## config.mk

```make
export PLATFORM = sky130hd
export DESIGN_NAME = led_pwm_sequencer_flat
export DESIGN_NICKNAME = d
export VERILOG_FILES = /design/src/rtl/led_pwm_pkg.sv /design/src/rtl/led_pwm_sequencer_if.sv /design/src/rtl/led_pwm_sequencer_pwm_core.sv /design/src/rtl/led_pwm_sequencer.sv /design/src/flat_wrapper.sv
export SDC_FILE = /design/constraint.sdc
export NUM_CORES = 1
export LEC_CHECK = 0
export ABC_CLOCK_PERIOD_IN_PS = 6700
export BUFFER_PORTS_ARGS = -buffer_cell sky130_fd_sc_hd__buf_2
export CAP_MARGIN = 15
export CORE_MARGIN = 2
export CORE_UTILIZATION = 55
export CTS_CLUSTER_SIZE = 40
export DETAILED_ROUTE_END_ITERATION = 16
export PLACE_DENSITY = 0.81
export SLEW_MARGIN = 30
export SYNTH_ARGS = -nofsm -noshare
export SYNTH_HDL_FRONTEND = slang
export SYNTH_HIERARCHICAL = 1
export SYNTH_SLANG_ARGS = --single-unit
```

## constraint.sdc

```tcl
create_clock -name i_clk -period 6.7 [get_ports i_clk]
set_input_delay 1.005 -clock i_clk [delete_from_list [all_inputs] [get_ports i_clk]]
set_output_delay 1.005 -clock i_clk [all_outputs]
set_load 0.1 [all_outputs]
```

## src/rtl/led_pwm_pkg.sv

```systemverilog
// rtl/led_pwm_pkg.sv - shared encodings and default widths for the LED PWM sequencer
package led_pwm_pkg;
    localparam int CNT_W_DEF  = 6;
    localparam int HOLD_W_DEF = 4;

    typedef enum logic [1:0] {
        MODE_OFF     = 2'd0,
        MODE_FIXED   = 2'd1,
        MODE_BREATHE = 2'd2,
        MODE_BLINK   = 2'd3
    } mode_e;

    typedef enum logic [2:0] {
        ST_IDLE    = 3'd0,
        ST_FIXED   = 3'd1,
        ST_UP      = 3'd2,
        ST_HOLD_HI = 3'd3,
        ST_DOWN    = 3'd4,
        ST_HOLD_LO = 3'd5
    } state_e;
endpackage

```

## src/rtl/led_pwm_sequencer_if.sv

```systemverilog
// rtl/led_pwm_sequencer_if.sv - configuration bus from the register block to the sequencer
interface led_pwm_sequencer_if #(
    parameter int CNT_W  = led_pwm_pkg::CNT_W_DEF,
    parameter int HOLD_W = led_pwm_pkg::HOLD_W_DEF
) ();
    logic              cfg_load;
    logic [1:0]        mode;
    logic [CNT_W-1:0]  level;
    logic [2:0]        step;
    logic [HOLD_W-1:0] hold;

    modport master (output cfg_load, mode, level, step, hold);
    modport slave  (input  cfg_load, mode, level, step, hold);
endinterface

```

## src/rtl/led_pwm_sequencer_pwm_core.sv

```systemverilog
// rtl/led_pwm_sequencer_pwm_core.sv - period counter, registered compare and period markers
module pwm_core #(
    parameter int CNT_W = 6
) (
    input  logic             i_clk,
    input  logic             i_reset,
    input  logic [CNT_W-1:0] i_duty,
    output logic             o_pwm,
    output logic             o_period_start,
    output logic             o_boundary
);
    logic [CNT_W-1:0] r_cnt;
    logic             r_pwm;

    always_ff @(posedge i_clk) begin
        if (i_reset) begin
            r_cnt <= '0;
            r_pwm <= 1'b0;
        end else begin
            r_cnt <= r_cnt + 1'b1;
            r_pwm <= (r_cnt < i_duty);
        end
    end

    // Gated by reset so the marker stays low while held, yet is high on the first free-running cycle.
    assign o_period_start = (r_cnt == '0) && !i_reset;
    assign o_boundary     = (r_cnt == '1);
    assign o_pwm          = r_pwm;
endmodule

```

## src/rtl/led_pwm_sequencer.sv

```systemverilog
// rtl/led_pwm_sequencer.sv - pattern FSM and config shadow scheduling the PWM duty per period
module led_pwm_sequencer
    import led_pwm_pkg::*;
#(
    parameter int CNT_W  = CNT_W_DEF,
    parameter int HOLD_W = HOLD_W_DEF
) (
    input  logic                      i_clk,
    input  logic                      i_reset,
    led_pwm_sequencer_if.slave        cfg_if,
    output logic                      o_pwm,
    output logic [CNT_W-1:0]          o_duty,
    output logic                      o_period_start,
    output logic                      o_cfg_pending,
    output logic [2:0]                o_state
);
    state_e            r_state, w_state_nxt;
    logic [CNT_W-1:0]  r_duty, w_duty_nxt;
    logic [HOLD_W-1:0] r_hold_cnt, w_hold_nxt;
    logic              r_pending;
    mode_e             r_sh_mode, r_act_mode;
    logic [CNT_W-1:0]  r_sh_level, r_act_level;
    logic [2:0]        r_sh_step, r_act_step;
    logic [HOLD_W-1:0] r_sh_hold, r_act_hold;

    logic              w_boundary, w_apply;
    mode_e             w_mode;
    logic [CNT_W-1:0]  w_level, w_up, w_dn;
    logic [2:0]        w_step;
    logic [HOLD_W-1:0] w_hold;
    logic [CNT_W:0]    w_step_ext, w_sum;

    pwm_core #(.CNT_W(CNT_W)) u_core (
        .i_clk          (i_clk),
        .i_reset        (i_reset),
        .i_duty         (r_duty),
        .o_pwm          (o_pwm),
        .o_period_start (o_period_start),
        .o_boundary     (w_boundary)
    );

    // Shadow wins only on the applying boundary; otherwise the active config drives the step.
    assign w_apply = w_boundary && r_pending;
    assign w_mode  = w_apply ? r_sh_mode  : r_act_mode;
    assign w_level = w_apply ? r_sh_level : r_act_level;
    assign w_step  = w_apply ? r_sh_step  : r_act_step;
    assign w_hold  = w_apply ? r_sh_hold  : r_act_hold;

    assign w_step_ext = (w_step == 3'd0) ? (CNT_W+1)'(1) : (CNT_W+1)'(w_step);
    assign w_sum      = {1'b0, r_duty} + w_step_ext;
    assign w_up       = (w_sum > {1'b0, w_level}) ? w_level : w_sum[CNT_W-1:0];
    assign w_dn       = ({1'b0, r_duty} > w_step_ext) ? (r_duty - w_step_ext[CNT_W-1:0]) : '0;

    always_ff @(posedge i_clk) begin
        if (i_reset) begin
            r_state    <= ST_IDLE;
            r_duty     <= '0;
            r_hold_cnt <= '0;
        end else begin
            r_state    <= w_state_nxt;
            r_duty     <= w_duty_nxt;
            r_hold_cnt <= w_hold_nxt;
        end
    end

    always_ff @(posedge i_clk) begin
        if (i_reset) begin
            r_pending   <= 1'b0;
            r_sh_mode   <= MODE_OFF;
            r_sh_level  <= '0;
            r_sh_step   <= 3'd1;
            r_sh_hold   <= '0;
            r_act_mode  <= MODE_OFF;
            r_act_level <= '0;
            r_act_step  <= 3'd1;
            r_act_hold  <= '0;
        end else begin
            r_pending <= cfg_if.cfg_load || (r_pending && !w_apply);
            if (cfg_if.cfg_load) begin
                r_sh_mode  <= mode_e'(cfg_if.mode);
                r_sh_level <= cfg_if.level;
                r_sh_step  <= cfg_if.step;
                r_sh_hold  <= cfg_if.hold;
            end
            if (w_apply) begin
                r_act_mode  <= r_sh_mode;
                r_act_level <= r_sh_level;
                r_act_step  <= r_sh_step;
                r_act_hold  <= r_sh_hold;
            end
        end
    end

    always_comb begin
        w_state_nxt = r_state;
        w_duty_nxt  = r_duty;
        w_hold_nxt  = r_hold_cnt;
        if (w_boundary) begin
            if (w_apply && (w_mode != r_act_mode)) begin
                case (w_mode)
                    MODE_OFF:     begin w_state_nxt = ST_IDLE;    w_duty_nxt = '0;      end
                    MODE_FIXED:   begin w_state_nxt = ST_FIXED;   w_duty_nxt = w_level; end
                    MODE_BREATHE: begin w_state_nxt = ST_UP;      w_duty_nxt = '0;      end
                    default: begin
                        w_state_nxt = ST_HOLD_HI;
                        w_duty_nxt  = w_level;
                        w_hold_nxt  = w_hold;
                    end
                endcase
            end else if (w_apply && (w_mode == MODE_BREATHE) && (r_duty > w_level) &&
                         ((r_state == ST_UP) || (r_state == ST_HOLD_HI))) begin
                w_state_nxt = ST_HOLD_HI;
                w_duty_nxt  = w_level;
                w_hold_nxt  = w_hold;
            end else begin
                case (r_state)
                    ST_IDLE:  w_duty_nxt = '0;
                    ST_FIXED: w_duty_nxt = w_level;
                    ST_UP: begin
                        w_duty_nxt = w_up;
                        if (w_up == w_level) begin
                            w_state_nxt = ST_HOLD_HI;
                            w_hold_nxt  = w_hold;
                        end
                    end
                    ST_HOLD_HI: begin
                        if (w_mode == MODE_BLINK) w_duty_nxt = w_level;
                        if (r_hold_cnt != '0) begin
                            w_hold_nxt = r_hold_cnt - 1'b1;
                        end else if (w_mode == MODE_BREATHE) begin
                            w_state_nxt = ST_DOWN;
                        end else begin
                            w_state_nxt = ST_HOLD_LO;
                            w_duty_nxt  = '0;
                            w_hold_nxt  = w_hold;
                        end
                    end
                    ST_DOWN: begin
                        w_duty_nxt = w_dn;
                        if (w_dn == '0) begin
                            w_state_nxt = ST_HOLD_LO;
                            w_hold_nxt  = w_hold;
                        end
                    end
                    ST_HOLD_LO: begin
                        if (r_hold_cnt != '0) begin
                            w_hold_nxt = r_hold_cnt - 1'b1;
                        end else if (w_mode == MODE_BREATHE) begin
                            w_state_nxt = ST_UP;
                        end else begin
                            w_state_nxt = ST_HOLD_HI;
                            w_duty_nxt  = w_level;
                            w_hold_nxt  = w_hold;
                        end
                    end
                    default: begin
                        w_state_nxt = ST_IDLE;
                        w_duty_nxt  = '0;
                    end
                endcase
            end
        end
    end

    always_comb begin
        o_state       = r_state;
        o_duty        = r_duty;
        o_cfg_pending = r_pending;
    end
endmodule

```

## src/flat_wrapper.sv

```systemverilog
// flat-port wrapper written by rule: the top's interface ports become plain ports
module led_pwm_sequencer_flat import led_pwm_pkg::*;
#(
    parameter int CNT_W  = CNT_W_DEF,
    parameter int HOLD_W = HOLD_W_DEF
)
  (i_clk, i_reset, o_pwm, o_duty, o_period_start, o_cfg_pending, o_state, cfg_if_cfg_load, cfg_if_mode, cfg_if_level, cfg_if_step, cfg_if_hold);
  led_pwm_sequencer_if #(.CNT_W(CNT_W), .HOLD_W(HOLD_W)) cfg_if_i ();
  input  logic i_clk;
  input  logic i_reset;
  output logic o_pwm;
  output logic [CNT_W-1:0] o_duty;
  output logic o_period_start;
  output logic o_cfg_pending;
  output logic [2:0] o_state;
  input wire logic [$bits(cfg_if_i.cfg_load)-1:0] cfg_if_cfg_load;
  input wire logic [$bits(cfg_if_i.mode)-1:0] cfg_if_mode;
  input wire logic [$bits(cfg_if_i.level)-1:0] cfg_if_level;
  input wire logic [$bits(cfg_if_i.step)-1:0] cfg_if_step;
  input wire logic [$bits(cfg_if_i.hold)-1:0] cfg_if_hold;
  assign cfg_if_i.cfg_load = cfg_if_cfg_load;
  assign cfg_if_i.mode = cfg_if_mode;
  assign cfg_if_i.level = cfg_if_level;
  assign cfg_if_i.step = cfg_if_step;
  assign cfg_if_i.hold = cfg_if_hold;
  led_pwm_sequencer #(.CNT_W(CNT_W), .HOLD_W(HOLD_W)) u_core (.i_clk(i_clk), .i_reset(i_reset), .cfg_if(cfg_if_i), .o_pwm(o_pwm), .o_duty(o_duty), .o_period_start(o_period_start), .o_cfg_pending(o_cfg_pending), .o_state(o_state));
endmodule
```

* After elaboration in Yosys (flattened, before gate mapping)
Cells that the tools add are included.
** Word-level totals
- Output and inout bits :: 12
- Logic and storage cells :: 100
- Input bits :: 18
- Bits in registers :: 51
** Operators by class
- Equal/unequal tests :: 19
- Multiplexer cells :: 34
- Magnitude comparators :: 4
- Reductions and logical operators :: 25
- Add/sub/neg operators :: 4
** Operators with widths (number)
- 2-to-1 mux 6 bit :: 11
- 2-to-1 mux 4 bit :: 8
- case mux 6 bit (5 select lines) :: 1
- 2-to-1 mux 3 bit :: 8
- case mux 3 bit (5 select lines) :: 1
- logical NOT 6 bit :: 2
- inequality test 4 x 3 -> 1 bit (second input constant) :: 3
- case mux 4 bit (3 select lines) :: 1
- AND reduction 6 bit :: 2
- adder 6 x 7 -> 7 bit :: 1
- greater-than comparator 7 x 6 -> 1 bit :: 1
- logical AND 1 bit :: 7
- adder 6 x 1 -> 6 bit (second input constant) :: 1
- equality test 3 x 2 -> 1 bit (second input constant) :: 2
- equality test 3 bit (second input constant) :: 2
- equality test 6 bit :: 1
- equality test 6 bit (second input constant) :: 1
- greater-than comparator 6 x 3 -> 1 bit :: 1
- greater-than comparator 6 bit :: 1
- logical NOT 3 bit :: 2
- less-than comparator 6 bit :: 1
- case mux 2 bit (3 select lines) :: 1
- OR reduction 2 bit :: 3
- subtractor 6 x 3 -> 6 bit :: 1
- 19 further kinds :: 23

* Logic depth before layout (Yosys ltp)
Gate-level depths: netlist of the first run.
- Word-level depth :: 13
- Gate-level depth with buffers :: 23
- Depth with buffers taken out :: 22

* Modules after synthesis
Netlist of the first run, hierarchy kept.
** Modules (own cells, without submodules)
- led_pwm_sequencer :: times used 1, seq. area each 880.8 sq um, area each 3035.4 sq um, cells an instance 348
- pwm_core :: times used 1, seq. area each 140.1 sq um, area each 426.7 sq um, cells an instance 48

* Least setup slack after synthesis of the first run
OpenSTA, ideal clock, no wires.
- Kind :: register to register
- Start point :: register u_core.r_pending (netlist: u_core/o_cfg_pending)
- End point :: register u_core.r_state[0] (netlist: u_core/o_state[0])
- Setup slack :: 1344 ps
- Cell stages (with the launch flop) :: 21
- Arrival time :: 5293 ps
- Setup time :: 62 ps
- Path through :: dfxtp_1 nand2_4 buf_6 mux2i_1 inv_1 o21ai_0 ha_1 inv_1 fa_1 o21bai_1 nand2_1 xnor2_2 ha_1 a21o_1 a21oi_1 a21oi_1 nor4_4 o41ai_4 and3_4 or4b_1 nand3_1
** Between the ends
- Cells in the longest elaborated chain, start to end :: 10
** RTL lines
- start, declared :: RTL line led_pwm_sequencer.sv:20 : logic r_pending;
- start signal, assigned :: RTL line led_pwm_sequencer.sv:78 : r_pending <= cfg_if.cfg_load || (r_pending && !w_apply);
- logical AND 1 bit (*) :: RTL line led_pwm_sequencer.sv:43 : assign w_apply = w_boundary && r_pending;
- 2-to-1 mux 3 bit :: RTL line led_pwm_sequencer.sv:46 : assign w_step = w_apply ? r_sh_step : r_act_step;
- logical NOT 3 bit :: RTL line led_pwm_sequencer.sv:49 : assign w_step_ext = (w_step == 3'd0) ? (CNT_W+1)'(1) : (CNT_W+1)'(w_step);
- 2-to-1 mux 3 bit :: RTL line led_pwm_sequencer.sv:49
- adder 6 x 7 -> 7 bit :: RTL line led_pwm_sequencer.sv:50 : assign w_sum = {1'b0, r_duty} + w_step_ext;
- greater-than comparator 7 x 6 -> 1 bit :: RTL line led_pwm_sequencer.sv:51 : assign w_up = (w_sum > {1'b0, w_level}) ? w_level : w_sum[CNT_W-1:0];
- 2-to-1 mux 6 bit :: RTL line led_pwm_sequencer.sv:51
- equality test 6 bit :: RTL line led_pwm_sequencer.sv:121 : if (w_up == w_level) begin
- inequality test 4 x 3 -> 1 bit (no source line)
- AND reduction 6 bit (no source line)
- end signal, assigned :: RTL line led_pwm_sequencer.sv:60 : r_state <= w_state_nxt;
- end, declared :: RTL line led_pwm_sequencer.sv:17 : state_e r_state, w_state_nxt;
Mark *: on every way between the ends. The rest lies on a longest branch, timed or not. The select of a mux whose other input is x is not followed.
A chain may end at the register's enable or synchronous reset.

* Worst setup path after layout of the first run
- Start point :: register u_core.u_core.r_cnt[0]
- End point :: register u_core.r_state[0] (netlist: u_core/o_state[0])
** Between the ends
- Cells in the longest elaborated chain, start to end :: 11
** RTL lines
- start, declared :: RTL line led_pwm_sequencer_pwm_core.sv:12 : logic [CNT_W-1:0] r_cnt;
- start signal, assigned :: RTL line led_pwm_sequencer_pwm_core.sv:20 : r_cnt <= r_cnt + 1'b1;
- equality test 6 bit (*) :: RTL line led_pwm_sequencer_pwm_core.sv:27 : assign o_boundary = (r_cnt == '1);
- net u_core.w_boundary :: RTL line led_pwm_sequencer.sv:26 : logic w_boundary, w_apply;
- logical AND 1 bit :: RTL line led_pwm_sequencer.sv:43
- 2-to-1 mux 3 bit :: RTL line led_pwm_sequencer.sv:46
- logical NOT 3 bit :: RTL line led_pwm_sequencer.sv:49
- 2-to-1 mux 3 bit :: RTL line led_pwm_sequencer.sv:49
- adder 6 x 7 -> 7 bit :: RTL line led_pwm_sequencer.sv:50
- greater-than comparator 7 x 6 -> 1 bit :: RTL line led_pwm_sequencer.sv:51
- 2-to-1 mux 6 bit :: RTL line led_pwm_sequencer.sv:51
- equality test 6 bit :: RTL line led_pwm_sequencer.sv:121
- inequality test 4 x 3 -> 1 bit (no source line)
- AND reduction 6 bit (no source line)
The timed path passes the listed nets; every way through them passes the cells marked *. The select of a mux whose other input is x is not followed.

==> run_results.csv, run 1 <==
group,metric,value,unit
worst_setup_path,timing.rr.start,"u_core/u_core/r_cnt[0]",
floorplanning,fp-row-count,28,
route,wl,7770,µm
yosys,synthFlopType,"dfxtp_1",
cts,h-tree-depth,2,
place,place_ws,899,ps
floorplanning,die_area,6950,µm²
floorplanning,boundaryPins,30,
sta,tns,0,ps
sta,worst_pin_slew,642,ps
route,wl_per_cell,15.9,µm
cts,postCtsResizedCells,0,
route,postRouteAntennaNets,0,
yosys,synth_area,3460,µm²
cts,numCtsBuffers,5,
finish,area_growth,7.19,%
cts,cts-root-buf,"clkbuf_8",
worst_setup_path,cp.arrival,6260,ps
global_route,grt_max_degree,57,
global_route,grt-ovfl-total,0,
sta,setup_viol,0,
worst_setup_path,reg2reg_slack,700,ps
cts,cts.sinks,51,
route,first_pass_iters,5,
floorplanning,die_h,83.3,µm
route,first_iter_violations,296,
pwr,p_total,0.588,mW
worst_setup_path,path_class,"flop to flop",
min_path,hp-class,"flop to flop",
sta,rsz0062_at_grt,"no",
global_route,grt_pass1_vias,2848,
cts,clk_latency,320,ps
yosys,ys_ff_latch,51,
sta,min_period_over_period,0.896,
yosys,syn-num-nets,443,
floorplanning,start_util,0.578,
yosys,synth_cell_type_count,74,
finish,drive_above_1_share,0.159,
yosys,yosysSeqAreaShare,0.295,
floorplanning,coreArea,5990,µm²
sta,fin_hold_ws,499,ps
worst_setup_path,critPathRequiredTime,6960,ps
min_path,min_from,"u_core/u_core/r_cnt[0]",
place,portBuffers,29,
sta,max_freq,0.167,GHz
sta,setup_slack,700,ps
pwr,power.density,158,nW/µm²
yosys,netlist_instances,396,
finish,antenna_cells,0,
place,gp_congestion,0.902,
cts,clk_pin_slew,100,ps
cts,cts_tree,"yes",
finish,final_cell_mix,"nor2_1, dfxtp_1, buf_2",
yosys,ys_warn_count,6,
worst_setup_path,critPathLaunchType,"flop",
place,hpwlAfterDp,5660,µm
cts,clk_path_buf_depth,2,
yosys,async_flop_share,0,
finish,mostFrequentLayoutCell,"nor2_1",
sta,period_needed,6000,ps
cts,post_cts.repair.setup_buffers,0,
run_status,status,"finished clean",
sta,slew_headroom,0.569,
worst_setup_path,endpoint_kind,"flop",
route,drc,0,
flow_run,maxCapViolations,0,
pwr,power_leakage,1.65,nW
cts,cts_hold_buf,0,
worst_setup_path,worstSetupStartpoint,"u_core/u_core/r_cnt[0]",
global_route,grt_use_total,0.227,
sta,slew_violations,0,
finish,fin_nets,461,
route,avgViaCountPerCell,5.98,
yosys,synth.avg_cell_area,8.74,µm²
global_route,antenna_found_initial,0,
global_route,grt_pass1_wl,13200,µm
sta,final_hold_viol_count,0,
sta,fin_skew,10.1,ps
pwr,ir_drop,0.115,mV
floorplanning,dieWidth,83.3,µm
yosys,synth_edf_count,0,
route,vias,2930,
worst_setup_path,crit_path_max_fanout,19,
==> area by class of cell <==
| type | instances | area, µm² |
|---|---|---|
| clock buffer | 5 | 68.8 |
| inverter | 26 | 97.6 |
| clock inverter | 3 | 27.5 |
| tap | 75 | 93.8 |
| multi-input combinational | 301 | 2250 |
| fill | 505 | 2280 |
| timing repair buffer | 29 | 148 |
| sequential | 51 | 1020 |
==> cell usage after synthesis, types with 3 or more instances <==
cell type  instances  area (µm²)
a211oi_1           4        30.0
a21o_1             6        45.0
a21oi_1           22         110
a31oi_1            3        18.8
buf_2              5        25.0
buf_6              3        33.8
clkbuf_1           9        33.8
dfxtp_1           51        1020
ha_1              27         338
inv_1             26        97.6
mux2i_1           27         270
mux2i_2            4        55.1
nand2_1           23        86.3
nand2b_1           6        37.5
nand3_1            9        45.0
nand3b_1           3        22.5
nor2_1            61         229
nor2b_1            4        25.0
nor3_1            10        50.1
o211ai_1           5        37.5
o21ai_0            7        35.0
xnor2_1           13         114
xor2_1             3        26.3
==> where the power goes <==
group / internal, mW / switching (mW)
logic: 0.0221 / 0.0464
clock network: 0.0777 / 0.119
registers: 0.312 / 0.0107
total: 0.412 / 0.176
==> kinds of logic (layout without fill, tap and decap cells) <==
family,count (synthesis),in the layout,synth area share
AND/OR/NAND/NOR,140,140,0.206
AO/OA/AOI/OAI,79,79,0.172
flip-flops,51,51,0.295
buffers and inverters,44,63,0.0560
multiplexers,34,34,0.107
adder cells (fa/ha/maj),30,30,0.112
XOR/XNOR,18,18,0.0517
==> metal layers <==
metal,GRT usage,part of all wire,up-vias
met5,0,0,-
met2,0.380,0.48,106
met3,0.0348,0.054,30
met4,0.101,0.023,0
met1,0.288,0.44,1352
li1,-,-,1442
==> registers in the layout, indices dropped and copies added (netlist names) <==
signal,cells
u_core/u_core/o_pwm,1
u_core/r_sh_level,6
u_core/r_sh_step,3
u_core/r_act_hold,4
u_core/r_hold_cnt,4
u_core/r_act_mode,2
u_core/r_act_level,6
u_core/o_state,3
u_core/o_duty,6
u_core/r_sh_hold,4
u_core/r_act_step,3
u_core/o_cfg_pending,1
u_core/r_sh_mode,2
u_core/u_core/r_cnt,6
==> worst paths after layout <==
kind	endpoint	cells after the start
hold reg to reg	u_core/u_core/r_cnt[0]	1
setup reg to reg	u_core/o_state[0]	22
hold / removal	u_core/u_core/r_cnt[0]	1
setup / recovery	u_core/o_state[0]	22
==> worst max-delay path, cell delays in order, from the launching register on <==
cell and delay, ps:
dfxtp_1 410, ha_1 220, nand3_1 120, nor2_1 370
nand2_4 300, mux2i_1 530, inv_1 130, o21ai_0 370
ha_1 240, inv_1 60, fa_1 410, o21bai_1 290
nand2_1 140, xnor2_2 250, ha_1 300, a21o_1 160
a21oi_1 150, a21oi_1 160, nor4_4 400, o41ai_4 180
and3_4 210, or4b_1 460, nand3_1 90
==> per-stage QoR <==
step	util	instances	area (µm²)
6_report	0.619	490	3710
5_1_grt	0.619	490	3710
4_1_cts	0.618	490	3700
3_5_place_dp	0.602	482	3600
3_3_place_gp	0.602	482	3600
2_1_floorplan	-	396	3460
(Power assumes the default switching activity.)
==> run 2: changes to the inputs <==
- ABC_CLOCK_PERIOD_IN_PS: 6700 -> 6800
- CORE_ASPECT_RATIO: not set -> 0.9
- clock period: 6.7 -> 6.8 ns (I/O delays scaled with it)
==> run 2 against run 1 <==
  * Critical path depth unchanged
  * Via count increased by 0.58%
  * Non-clock buffer count unchanged
  * Count of clock-buffer cells in the layout increased by 1
  * Clock power increased by 12%
  * Routed wire length increased by 0.54%
  * Total power increased by 3.2%
  * Critical endpoint unchanged
  * Sequential share of layout area decreased by 0.22 points
  * Clock skew about the same
  * Die area about the same
  * Hold slack improved by 3.0 ps
  * Sequential power decreased by 2%
==> run_results.csv, run 2 (synthesis results as in run 1) <==
group,metric,value,unit
global_route,grt_use_total,0.237,
place,portBuffers,29,
place,placed_area,3630,µm²
cts,numCtsBuffers,5,
place,numPlacedInstances,494,
route,vias,2947,
cts,cts.sinks,51,
sta,rsz0062_at_grt,"no",
worst_setup_path,path_class,"flop to flop",
sta,setup_viol,0,
floorplanning,dieWidth,87.6,µm
place,gp_congestion,0.958,
sta,fin_skew,10.3,ps
cts,clk_pin_slew,100,ps
sta,max_freq,0.171,GHz
pwr,power_leakage,1.66,nW
place,hpwlAfterDp,5770,µm
floorplanning,die_area,6950,µm²
worst_setup_path,critPathRequiredTime,7060,ps
sta,period_needed,5850,ps
cts,postCtsResizedCells,0,
min_path,hp-class,"flop to flop",
global_route,antenna_found_initial,0,
flow_run,maxCapViolations,0,
sta,tns,0,ps
route,first_iter_violations,203,
global_route,grt_pass1_vias,2747,
floorplanning,fp-row-count,27,
route,drc,0,
finish,multiInputGateArea,2250,µm²
worst_setup_path,r2r-end,"u_core/o_state[0]",
sta,slew_headroom,0.576,
global_route,grt_max_degree,57,
route,postRouteAntennaNets,0,
cts,clk_path_buf_depth,2,
route,wl_per_cell,15.6,µm
cts,clk_latency,320,ps
sta,slew_violations,0,
finish,mostFrequentLayoutCell,"nor2_1",
cts,cts-root-buf,"clkbuf_8",
cts,cts_tree,"yes",
finish,fillers,541,
worst_setup_path,ff2ff_path_depth,22,
cts,h-tree-depth,2,
sta,final_hold_viol_count,0,
finish,drive_above_1_share,0.157,
finish,area_growth,8.06,%
sta,min_period_over_period,0.860,
finish,antenna_cells,0,
global_route,grt-ovfl-total,0,
min_path,min_to,"u_core/u_core/r_cnt[0]",
pwr,power.density,162,nW/µm²
route,wl,7810,µm
worst_setup_path,critPathLaunchType,"flop",
finish,final_cell_mix,"nor2_1, dfxtp_1, buf_2",
run_status,status,"finished clean",
floorplanning,coreArea,6110,µm²
cts,cts_hold_buf,0,
finish,final_cells,502,
place,place_ws,1020,ps
route,first_pass_iters,6,
sta,setup_slack,949,ps
floorplanning,boundaryPins,30,
min_path,min_from,"u_core/u_core/r_cnt[0]",
pwr,ir_drop,0.135,mV
min_path,min_path_cells,1,
worst_setup_path,reg2reg_slack,950,ps
global_route,grt_pass1_wl,13100,µm
finish,fin_nets,461,
sta,worst_pin_slew,633,ps
worst_setup_path,crit_path_max_fanout,19,
worst_setup_path,timing.rr.start,"u_core/u_core/r_cnt[0]",
finish,final_area,3740,µm²
worst_setup_path,cp.arrival,6110,ps
worst_setup_path,endpoint_kind,"flop",
floorplanning,start_util,0.566,
finish,regArea,1020,µm²
route,avgViaCountPerCell,5.87,
cts,post_cts.repair.setup_buffers,0,
floorplanning,die_h,79.3,µm
run 2: routing by layer:
layer,track usage,part of all wire,vias up
li1,-,-,1437
met1,0.325,0.47,1388
met2,0.393,0.45,110
met3,0.0364,0.062,12
met4,0.0492,0.013,0
met5,0,0,-
run 2: worst max-delay path by stage:
| stage | startpoint | endpoint |
|---|---|---|
| 2_1_floorplan | u_core/o_cfg_pending | u_core/o_state[0] |
| 3_3_place_gp | u_core/u_core/r_cnt[0] | u_core/o_state[0] |
| 3_5_place_dp | u_core/u_core/r_cnt[0] | u_core/o_state[0] |
| 4_1_cts | u_core/u_core/r_cnt[0] | u_core/o_state[0] |
| 5_1_grt | u_core/u_core/r_cnt[0] | u_core/o_state[0] |
| 6_report | u_core/u_core/r_cnt[0] | u_core/o_state[0] |
run 2: per-stage QoR:
stage                     hold WS (ps)  utilization  total power, mW
after CTS                          505        0.611            0.610
final                              502        0.612            0.607
after global routing               538        0.612            0.629
after floorplan                    441            -            0.377
after detailed placement           480        0.593            0.392
after global placement             460        0.592            0.390
run 2: where the power goes:
part	leakage [nW]	switching, mW	internal (mW)	total, mW
Combinational	1.19	0.0457	0.0219	0.0676
Sequential	0.415	0.0106	0.307	0.318
Clock	0.0558	0.110	0.111	0.221
Total	1.66	0.166	0.441	0.607
run 2: final cells by class:
class                      count  area share
sequential                    51       0.273
clock inverter                 2      0.0104
clock buffer                   6      0.0194
inverter                      26      0.0261
tap                           87      0.0291
multi-input combinational    301       0.603
timing repair buffer          29      0.0395
run 2: critical path, stage by stage, from the launching register on:
cell	delay, ps
dfxtp_1	410
ha_1	220
nand3_1	130
nor2_1	340
nand2_4	280
mux2i_1	530
inv_1	130
o21ai_0	360
ha_1	240
inv_1	50
fa_1	390
o21bai_1	200
nand2_1	120
xnor2_2	230
ha_1	290
a21o_1	160
a21oi_1	170
a21oi_1	180
nor4_4	420
o41ai_4	180
and3_4	200
or4b_1	450
nand3_1	90
==> run 3: changes to the inputs <==
- ABC_CLOCK_PERIOD_IN_PS: 6800 -> 7200
- clock period: 6.8 -> 7.2 ns (I/O delays scaled with it)
==> run 3 against run 2 <==
  * Worst setup slack better by 310 ps
  * Routed wire length down 0.18%
  * Hold slack better by 4.2 ps
  * Non-clock buffer count unchanged
  * Largest cell class unchanged
  * Utilization unchanged
  * Critical path depth unchanged
  * Via count up 1.3%
  * Final area unchanged
==> run_results.csv, run 3 (synthesis results as in run 1) <==
group,metric,value,unit
run_status,status,"finished clean",
finish,regArea,1020,µm²
cts,cts_hold_buf,0,
sta,final_hold_viol_count,0,
sta,max_freq,0.168,GHz
sta,worst_pin_slew,642,ps
global_route,grt_pass1_wl,13200,µm
place,gp_congestion,0.955,
sta,period_needed,5940,ps
finish,fin_nets,461,
finish,drive_above_1_share,0.157,
cts,numCtsBuffers,5,
pwr,ir_drop,0.124,mV
route,wl_per_cell,15.5,µm
pwr,sw_frac_of_total,0.272,
sta,slew_headroom,0.572,
worst_setup_path,critPathRequiredTime,7460,ps
floorplanning,dieWidth,87.6,µm
finish,fillers,542,
sta,setup_viol,0,
cts,clk_latency,310,ps
floorplanning,die_h,79.3,µm
pwr,power_switching,0.156,mW
sta,fin_skew,9.22,ps
pwr,internal-power,0.416,mW
worst_setup_path,cp.arrival,6200,ps
finish,antenna_cells,0,
global_route,grt_use_total,0.239,
route,drc,0,
cts,clk_path_buf_depth,2,
floorplanning,die_area,6950,µm²
cts,postCtsResizedCells,0,
pwr,seq_power_share,0.525,
pwr,power_leakage,1.66,nW
finish,final_cells,502,
floorplanning,start_util,0.566,
flow_run,maxCapViolations,0,
route,wl,7800,µm
sta,min_period_over_period,0.825,
global_route,antenna_found_initial,0,
route,first_iter_violations,263,
place,hpwlAfterDp,5690,µm
min_path,hp-class,"flop to flop",
cts,h-tree-depth,2,
finish,final_cell_mix,"nor2_1, dfxtp_1, buf_2",
worst_setup_path,endpoint_kind,"flop",
cts,cts-root-buf,"clkbuf_8",
worst_setup_path,critPathLaunchType,"flop",
route,vias,2985,
cts,cts.sinks,51,
floorplanning,fp-row-count,27,
pwr,power.density,153,nW/µm²
finish,area_growth,8.06,%
place,numPlacedInstances,494,
cts,post_cts.repair.setup_buffers,0,
global_route,grt-ovfl-total,0,
floorplanning,coreArea,6110,µm²
route,avgViaCountPerCell,5.95,
finish,mostFrequentLayoutCell,"nor2_1",
place,portBuffers,29,
route,first_pass_iters,5,
finish,multiInputGateArea,2250,µm²
pwr,comb_power_share,0.112,
cts,cts_tree,"yes",
sta,slew_violations,0,
global_route,grt_max_degree,57,
worst_setup_path,crit_path_max_fanout,19,
route,postRouteAntennaNets,0,
pwr,pwr-share-clk,0.363,
cts,clk_pin_slew,90,ps
sta,tns,0,ps
sta,rsz0062_at_grt,"no",
worst_setup_path,path_class,"flop to flop",
global_route,grt_pass1_vias,2746,
floorplanning,boundaryPins,30,
==> run 3: cell counts in the layout (fill, tap and decap cells not counted) <==
Identical to the previous run, type by type.
==> run 3: through the flow <==
step                hold slack, ps  total power [mW]  cell area (µm²)   util  setup WS [ps]
floorplan                      441             0.356             3460      -           1840
global placement               460             0.368             3620  0.592           1820
detailed placement             483             0.370             3630  0.593           1380
CTS                            507             0.577             3740  0.611           1340
global route                   534             0.594             3740  0.612            867
finish                         506             0.572             3740  0.612           1260
==> run 3: final cells by class <==
type | instances | share of cell area
Multi-Input combinational cell | 301 | 0.603
Sequential cell | 51 | 0.273
Timing Repair Buffer | 29 | 0.0395
Tap cell | 87 | 0.0291
Inverter | 26 | 0.0261
Clock buffer | 6 | 0.0194
Clock inverter | 2 | 0.0104
==> run 3: worst max-delay path, stage by stage, from the launching register on <==
cell and delay [ps]:
dfxtp_1 420, ha_1 220, nand3_1 140, nor2_1 350, nand2_4 280, mux2i_1 540, inv_1 120, o21ai_0 360
ha_1 240, inv_1 50, fa_1 390, o21bai_1 200, nand2_1 120, xnor2_2 270, ha_1 310, a21o_1 180
a21oi_1 170, a21oi_1 180, nor4_4 420, o41ai_4 190, and3_4 210, or4b_1 450, nand3_1 90
==> run 3: layer usage <==
| layer | track usage | part of all wire | vias to the layer above |
|---|---|---|---|
| met1 | 0.340 | 0.47 | 1400 |
| met4 | 0.0754 | 0.018 | 0 |
| met2 | 0.360 | 0.45 | 133 |
| li1 | - | - | 1433 |
| met5 | 0 | 0 | - |
| met3 | 0.0499 | 0.060 | 19 |
==> run 3: final timing paths <==
kind	startpoint	endpoint	slack, ps	cells after the start
hold / removal	u_core/u_core/r_cnt[0]	u_core/u_core/r_cnt[0]	510	1
setup / recovery	u_core/u_core/r_cnt[0]	u_core/o_state[0]	1260	22
hold reg to reg	u_core/u_core/r_cnt[0]	u_core/u_core/r_cnt[0]	510	1
setup reg to reg	u_core/u_core/r_cnt[0]	u_core/o_state[0]	1260	22
==> run 3: power by group through the flow <==
stage               clock [mW]  sequential [mW]  combinational, mW
CTS                      0.213            0.300             0.0638
global route             0.222            0.302             0.0698
floorplan                    0            0.316             0.0395
finish                   0.208            0.300             0.0638
detailed placement           0            0.307             0.0632
global placement             0            0.306             0.0618
